==> config.mk <==
export PLATFORM = sky130hd
export DESIGN_NAME = load_store_unit
export DESIGN_NICKNAME = d
export VERILOG_FILES = /design/src/rtl/load_store_unit.sv
export SDC_FILE = /design/constraint.sdc
export NUM_CORES = 1
export LEC_CHECK = 0
export BUFFER_PORTS_ARGS = -buffer_cell sky130_fd_sc_hd__buf_2
export CORE_MARGIN = 2
export CORE_UTILIZATION = 40
export DETAILED_ROUTE_END_ITERATION = 8
export MAX_ROUTING_LAYER = met4
export PLACE_DENSITY = 0.67
export SLEW_MARGIN = 20
export SYNTH_ARGS = -nofsm -noshare
export SYNTH_HDL_FRONTEND = slang
export SYNTH_SLANG_ARGS = --single-unit
==> constraint.sdc <==
create_clock -name clk -period 3.8 [get_ports clk]
set_input_delay 0.38 -clock clk [delete_from_list [all_inputs] [get_ports clk]]
set_output_delay 0.38 -clock clk [all_outputs]
set_load 0.005 [all_outputs]
==> src/rtl/load_store_unit.sv <==
`default_nettype none
// ============================================================================
// Module   : load_store_unit
// Purpose  : Memory-stage load/store unit; one req/ack data-bus access at a
//            time with store lane formatting and load sign/zero extension.
//            Optional misaligned-access trapping: LSU_MISALIGN_TRAP_EN.
// Revision : 1.0 - initial release
// ============================================================================
module load_store_unit #(
  parameter int DATAW = 32,
  parameter int ADDRW = 32
) (
  input  logic             clk,
  input  logic             rst_n,
  input  logic             req_valid,
  output logic             req_ready,
  input  logic             req_we,
  input  logic [2:0]       req_funct3,
  input  logic [ADDRW-1:0] req_addr,
  input  logic [DATAW-1:0] req_wdata,
  output logic             rsp_valid,
  output logic [DATAW-1:0] rsp_data,
  output logic             rsp_fault,
  output logic             mem_req,
  output logic             mem_we,
  output logic [ADDRW-1:0] mem_addr,
  output logic [3:0]       mem_wstrb,
  output logic [DATAW-1:0] mem_wdata,
  input  logic             mem_ack,
  input  logic [DATAW-1:0] mem_rdata
);

  typedef enum logic [1:0] {
    S_IDLE = 2'd0,
    S_BUS  = 2'd1,
    S_DONE = 2'd2
  } state_t;

  state_t           r_state;
  state_t           w_state_nxt;
  logic             r_we;
  logic [2:0]       r_funct3;
  logic [1:0]       r_off;
  logic [ADDRW-1:0] r_mem_addr;
  logic [3:0]       r_wstrb;
  logic [DATAW-1:0] r_wdata;
  logic [DATAW-1:0] r_rsp_data;
  logic             r_fault;

  logic             w_accept;
  logic             w_fault;
  logic             w_is_half;
  logic             w_is_word;
  logic [3:0]       w_wstrb;
  logic [DATAW-1:0] w_wdata;
  logic [7:0]       w_byte;
  logic [15:0]      w_half;
  logic [DATAW-1:0] w_load_data;

  assign w_accept  = req_valid && (r_state == S_IDLE);
  assign w_is_half = (req_funct3[1:0] == 2'b01);
  assign w_is_word = req_funct3[1];

`ifdef LSU_MISALIGN_TRAP_EN
  assign w_fault = (w_is_half && req_addr[0]) || (w_is_word && (req_addr[1:0] != 2'b00));
`else
  assign w_fault = 1'b0;
`endif

  // Store lane formatting; loads drive no strobes.
  always_comb begin
    w_wstrb = 4'b0000;
    w_wdata = req_wdata;
    if (req_we) begin
      if (w_is_word) begin
        w_wstrb = 4'b1111;
      end else if (w_is_half) begin
        w_wstrb = req_addr[1] ? 4'b1100 : 4'b0011;
        w_wdata = {2{req_wdata[15:0]}};
      end else begin
        w_wstrb = 4'b0001 << req_addr[1:0];
        w_wdata = {4{req_wdata[7:0]}};
      end
    end
  end

  // Load extraction; funct3[2] selects zero extension.
  always_comb begin
    case (r_off)
      2'd1:    w_byte = mem_rdata[15:8];
      2'd2:    w_byte = mem_rdata[23:16];
      2'd3:    w_byte = mem_rdata[31:24];
      default: w_byte = mem_rdata[7:0];
    endcase
    w_half = r_off[1] ? mem_rdata[31:16] : mem_rdata[15:0];
    if (r_funct3[1]) begin
      w_load_data = mem_rdata;
    end else if (r_funct3[0]) begin
      w_load_data = {{16{~r_funct3[2] & w_half[15]}}, w_half};
    end else begin
      w_load_data = {{24{~r_funct3[2] & w_byte[7]}}, w_byte};
    end
  end

  always_comb begin
    w_state_nxt = r_state;
    case (r_state)
      S_IDLE:  if (w_accept) w_state_nxt = w_fault ? S_DONE : S_BUS;
      S_BUS:   if (mem_ack) w_state_nxt = S_DONE;
      S_DONE:  w_state_nxt = S_IDLE;
      default: w_state_nxt = S_IDLE;
    endcase
  end

  always_ff @(posedge clk) begin
    if (!rst_n) begin
      r_state    <= S_IDLE;
      r_we       <= 1'b0;
      r_funct3   <= 3'd0;
      r_off      <= 2'd0;
      r_mem_addr <= '0;
      r_wstrb    <= 4'd0;
      r_wdata    <= '0;
      r_rsp_data <= '0;
      r_fault    <= 1'b0;
    end else begin
      r_state <= w_state_nxt;
      if (w_accept) begin
        r_we     <= req_we;
        r_funct3 <= req_funct3;
        r_off    <= req_addr[1:0];
        r_fault  <= w_fault;
        // A trapped access leaves the bus fields untouched.
        if (w_fault) begin
          r_rsp_data <= '0;
        end else begin
          r_mem_addr <= {req_addr[ADDRW-1:2], 2'b00};
          r_wstrb    <= w_wstrb;
          r_wdata    <= w_wdata;
        end
      end
      if ((r_state == S_BUS) && mem_ack) begin
        r_rsp_data <= r_we ? '0 : w_load_data;
      end
    end
  end

  assign req_ready = (r_state == S_IDLE);
  assign mem_req   = (r_state == S_BUS);
  assign mem_we    = r_we && (r_state == S_BUS);
  assign mem_addr  = r_mem_addr;
  assign mem_wstrb = r_wstrb;
  assign mem_wdata = r_wdata;
  assign rsp_valid = (r_state == S_DONE);
  assign rsp_data  = r_rsp_data;
  assign rsp_fault = r_fault && (r_state == S_DONE);

endmodule
`default_nettype wire

==> results of run 1 <==
cell usage after synthesis, drive strengths merged (2+ instances only):
cell type	count	area share (%)
inv	3	0.25
and2	2	0.27
dfxtp	106	46
nand2	134	11
o211ai	24	3.9
o21ai	15	1.6
o21bai	2	0.33
nor2	7	0.74
a21boi	63	10
clkbuf	27	2.2
buf	16	2.1
a22oi	9	1.5
or3	21	2.9
a31oi	7	0.96
nand4b	2	0.52
mux2i	26	5.7
a21oi	4	0.52
nand2b	3	0.41
a221o	16	3.5
nor2b	7	0.96
o211a	8	1.8
nor3b	3	0.71
logic make-up after synthesis:
| kind of cell | synth area share (%) |
|---|---|
| other | 0.0820 |
| buffers and inverters | 4.57 |
| AND/OR/NAND/NOR | 18.0 |
| flip-flops | 46.4 |
| multiplexers | 5.69 |
| AO/OA/AOI/OAI | 25.2 |
worst max-delay path: cells and delay by family (launching register included):
| family | cells | cell delay [ps] |
|---|---|---|
| flip-flops | 1 | 880 |
| AND/OR/NAND/NOR | 1 | 420 |
| AO/OA/AOI/OAI | 2 | 440 |
| multiplexers | 1 | 300 |
routing by layer:
| layer | vias up | GRT usage (%) |
|---|---|---|
| met4 | 0 | 8.17 |
| met3 | 21 | 6.29 |
| li1 | 2170 | - |
| met2 | 183 | 33.3 |
| met1 | 2050 | 29.0 |
| met5 | - | - |
flip-flops by register name, summed over array words and instances (netlist names):
register,flops
mem_wstrb,4
r_off,2
mem_addr,30
r_funct3,3
rsp_data,32
r_state,2
mem_wdata,32
r_we,1
area by class of cell:
cell class | instances | area (um^2)
flip-flops and latches | 106 | 2120
clock buffers | 10 | 229
repair buffers | 212 | 1080
well taps | 143 | 179
inverters | 3 | 11.3
diodes | 1 | 2.50
clock inverters | 5 | 56.3
multi-input cells | 363 | 2270
fillers | 1095 | 5320
power breakdown:
group / total, mW / leakage, nW / switching (mW) / internal (mW)
sequential: 1.23 / 0.868 / 0.0462 / 1.18
clock: 0.913 / 0.138 / 0.406 / 0.507
combinational: 0.373 / 1.79 / 0.199 / 0.174
final timing paths:
check        slack, ps         start            to
max               1640      r_off[1]  rsp_data[19]
min                270  req_addr[30]  mem_addr[30]
max reg2reg       1640      r_off[1]  rsp_data[19]
min reg2reg        440   rsp_data[7]   rsp_data[7]
==> run_results.csv, run 1 <==
group,metric,value,unit
timing,period_needed,2160,ps
power,p_total,2.51,mW
worst_setup_path,cp_data_required_time,4030,ps
worst_setup_path,crit_path_max_fanout,22,
timing,worst_slack,1640,ps
worst_setup_path,slowest_delay,880,ps
drt,first_pass_iters,4,
die,rows,39,
worst_setup_path,arrival,2390,ps
min_path,min_path_cells,3,
cells_and_area,layout-drive-gt1-share,33.6,%
timing,hold_viol_final,0,
global_routing,grt_pass1_vias,4343,
clock_network,clock_sinks,106,
timing,final_max_slew_viol_count,0,
worst_setup_path,path_class,"reg -> reg",
worst_setup_path,crit_chain,"mux2i_1 > a21oi_1 > and4b_1 > a221o_1",
clock_network,postCtsSetupRepairBufs,0,
synthesis,ys_ff_latch,106,
synthesis,synthCells,513,
global_routing,antenna_found_initial,1,
cells_and_area,fin_cells,843,
synthesis,syn_area_per_cell,8.91,um^2
global_routing,gr-total-overflow,0,
drt,dr_wl_met2,5.99,mm
job,maxCapViolCount,0,
timing,worst_slew_pin_slew,935,ps
drt,vias,4424,
min_path,hold_class,"in -> reg",
clock_network,clock_latency,340,ps
status,status,"completed",
die,fp.dieH,111,um
clock_network,cts-root-buf,"clkbuf_16",
drt,top_layer_used,"met4",
drt,first_iter_violations,411,
drt,viasPerCell,5.25,
timing,hold_slack,270,ps
die,die_area,12300,um^2
synthesis,synth-main-ff-cell,"dfxtp_1",
clock_network,cts_hold_buf,0,
die,initial_core_util,40.5,%
drt,wl_met3,1.27,mm
cells_and_area,final_common_cell,"buf_2",
clock_network,cts_tree,"yes",
power,leakage,2.79,nW
clock_network,clkTransAtPathRegs,70,ps
die,num_io_pins,209,
synthesis,yosys_warnings,0,
worst_setup_path,crit_path_top_delay_cell,"dfxtp_1",
placed_design,gp_congestion,0.833,
drt,drc,0,
cells_and_area,final_area,5950,um^2
drt,wl_per_cell,15.9,um
synthesis,ys_async_sr_fraction,0,%
timing,fin_skew,5.44,ps
power,power.density,422,nW/um^2
worst_setup_path,reg2regPathDepth,4,
clock_network,htree_num_levels,3,
drt,ant_nets,0,
cells_and_area,nets,799,
drt,routedLengthMet1,5.90,mm
clock_network,post_cts_resized,0,
synthesis,synth_edf_count,0,
worst_setup_path,cp-end-kind,"register",
timing,slew_headroom,37.4,%
placed_design,dpl_worst_slack,1550,ps
synthesis,ys_seq_area_share,46.4,%
global_routing,grt_max_degree,49,
drt,wirelength,13.4,mm
power,ir_drop,0.281,mV
global_routing,grtUsageTotal,22.3,%
cells_and_area,final_core_util,52.8,%
synthesis,netlist_area,4570,um^2
timing,max_freq,463,MHz
die,core,11300,um^2
cells_and_area,most-common-layout-cells,"buf_2 (205), nand2_1 (133), dfxtp_1 (106)",
timing,grt_setup_unrepaired,"no",
timing,tns,0,ps
timing,setup_viol,0,
die,die_w,111,um
global_routing,grt_pass1_wl,21.9,mm
synthesis,synth.distinct_cells,39,
timing,post-route-period-util,56.9,%
cells_and_area,syn2layout_area_growth,30.1,%
placed_design,dpl-instance-area,5650,um^2
placed_design,dp_hpwl,9.86,mm
worst_setup_path,critPathLaunchType,"register",
clock_network,cts.path.max_buffers,2,
placed_design,portBuffers,205,
placed_design,place_inst,827,
clock_network,cts_made_buffers,9,
(Power assumes the default switching activity.)
==> run 2: changes to the inputs <==
--- a/config.mk
+++ b/config.mk
@@ -10,7 +10,7 @@
 export CORE_UTILIZATION = 40
 export DETAILED_ROUTE_END_ITERATION = 8
 export MAX_ROUTING_LAYER = met4
-export PLACE_DENSITY = 0.67
+export PLACE_DENSITY = 0.7
 export SLEW_MARGIN = 20
 export SYNTH_ARGS = -nofsm -noshare
 export SYNTH_HDL_FRONTEND = slang
==> constraint.sdc (replaced) <==
create_clock -name clk -period 1.8 [get_ports clk]
set_input_delay 0.18 -clock clk [delete_from_list [all_inputs] [get_ports clk]]
set_output_delay 0.18 -clock clk [all_outputs]
set_load 0.005 [all_outputs]
==> run 2 against run 1 <==
Highest routed layer unchanged. Sequential share of layout area is 0.71 points lower. Final area is 2.0% higher. Utilization is 1.1 points higher.
==> run_results.csv, run 2 (same netlist as run 1, synthesis figures left out) <==
group,metric,value,unit
min_path,hold_class,"in -> reg",
drt,wirelength,13.5,mm
drt,vias,4570,
global_routing,antenna_found_initial,2,
clock_network,cts.path.max_buffers,2,
die,core,11300,um^2
worst_setup_path,slowest_delay,390,ps
power,power.density,897,nW/um^2
die,rows,39,
timing,setup_viol,0,
global_routing,grt_pass1_wl,21.7,mm
cells_and_area,final_area,6070,um^2
power,ir_drop,0.613,mV
timing,final_max_slew_viol_count,0,
clock_network,cts_tree,"yes",
die,initial_core_util,40.5,%
drt,wl_met3,1.11,mm
global_routing,grt_pass1_vias,4401,
drt,top_layer_used,"met4",
drt,wl_per_cell,15.8,um
cells_and_area,layout-drive-gt1-share,34.8,%
clock_network,clock_latency,350,ps
drt,drc,0,
drt,first_iter_violations,354,
drt,routedLengthMet1,5.85,mm
die,num_io_pins,209,
drt,dr_wl_met2,6.18,mm
global_routing,grt_max_degree,74,
drt,viasPerCell,5.35,
cells_and_area,most-common-layout-cells,"buf_2 (205), nand2_1 (133), dfxtp_1 (106)",
worst_setup_path,cp-end-kind,"register",
global_routing,grtUsageTotal,22.5,%
cells_and_area,final_common_cell,"buf_2",
timing,worst_slew_pin_slew,772,ps
clock_network,htree_num_levels,3,
die,fp.dieH,111,um
timing,grt_setup_unrepaired,"no",
die,die_area,12300,um^2
worst_setup_path,crit_path_max_fanout,15,
cells_and_area,final_core_util,53.8,%
clock_network,cts_made_buffers,9,
placed_design,dp_hpwl,9.95,mm
timing,slew_headroom,48.4,%
clock_network,clock_sinks,106,
power,leakage,2.86,nW
placed_design,portBuffers,205,
status,status,"completed",
clock_network,cts_hold_buf,0,
clock_network,cts-root-buf,"clkbuf_16",
worst_setup_path,path_class,"reg -> reg",
worst_setup_path,crit_chain,"nand2b_1 > or3_1 > a31oi_1 > o21ai_1",
clock_network,clkTransAtPathRegs,70,ps
placed_design,dpl-instance-area,5750,um^2
worst_setup_path,cp_data_required_time,2030,ps
placed_design,gp_congestion,0.882,
clock_network,postCtsSetupRepairBufs,0,
timing,max_freq,595,MHz
timing,period_needed,1680,ps
cells_and_area,nets,808,
timing,fin_skew,4.54,ps
cells_and_area,syn2layout_area_growth,32.8,%
worst_setup_path,arrival,1910,ps
timing,post-route-period-util,93.3,%
drt,ant_nets,0,
timing,tns,0,ps
global_routing,gr-total-overflow,0,
worst_setup_path,critPathLaunchType,"register",
timing,hold_viol_final,0,
die,die_w,111,um
drt,first_pass_iters,5,
job,maxCapViolCount,0,
worst_setup_path,crit_path_top_delay_cell,"dfxtp_1",
## run 2: cell count changes in the layout (fill, tap and decap cells not counted)
| cell | previous run | this run |
|---|---|---|
| clkbuf_8 | 0 | 2 |
| clkinv_2 | 2 | 1 |
| and4b_1 | 1 | 0 |
| clkinvlp_4 | 1 | 2 |
| buf_4 | 7 | 14 |
| diode_2 | 1 | 2 |
| mux2i_2 | 0 | 1 |
| mux2i_1 | 26 | 25 |
| clkinv_4 | 1 | 0 |
| buf_12 | 0 | 2 |
| and4b_2 | 0 | 1 |
## run 2: final cells by class
type	instances	area, um^2
Multi-Input combinational cell	363	2270
Antenna cell	2	5.00
Fill cell	1057	5200
Tap cell	143	179
Inverter	3	11.3
Clock inverter	4	50.0
Clock buffer	12	256
Timing Repair Buffer	221	1170
Sequential cell	106	2120
## run 2: through the flow
stage	setup WS [ps]	hold WS [ps]	instances	total power, mW
4_1_cts	13.5	53.0	852	5.49
3_3_place_gp	36.0	419	836	3.43
2_1_floorplan	266	315	515	3.05
3_5_place_dp	-41.9	426	836	3.46
6_report	121	62.6	854	5.44
5_1_grt	14.8	60.8	854	5.66
## run 2: final timing paths
path                      start            end  slack, ps  cells after the start
setup / recovery    r_funct3[0]    rsp_data[2]        120                      4
hold / removal     req_addr[16]   mem_addr[16]         60                      3
hold reg to reg   mem_wdata[14]  mem_wdata[14]        450                      2
setup reg to reg    r_funct3[0]    rsp_data[2]        120                      4
## run 2: power by group
part           switching, mW  internal, mW  leakage [nW]
clock                  0.881          1.15         0.145
combinational          0.442         0.391          1.84
sequential            0.0851          2.49         0.868
total                   1.41          4.04          2.86
## run 2: layer usage
layer	track usage, %	up-vias
met3	5.52	24
met1	28.4	2153
li1	-	2184
met2	34.3	209
met4	10.2	0
met5	-	-
## run 2: timing repair
item	4_1_cts	5_1_grt
setup endpoints to repair	6	16
pin swaps	0	0
hold endpoints to repair	0	0
gates resized for setup	1	2
cloned	0	0
## run 2: worst max-delay path: cells and delay by family, from the launching register on
kind / cells / cell delay [ps]
and+or+nand+nor: 2 / 760
AOI/OAI and AO/OA: 2 / 410
DFF: 1 / 390
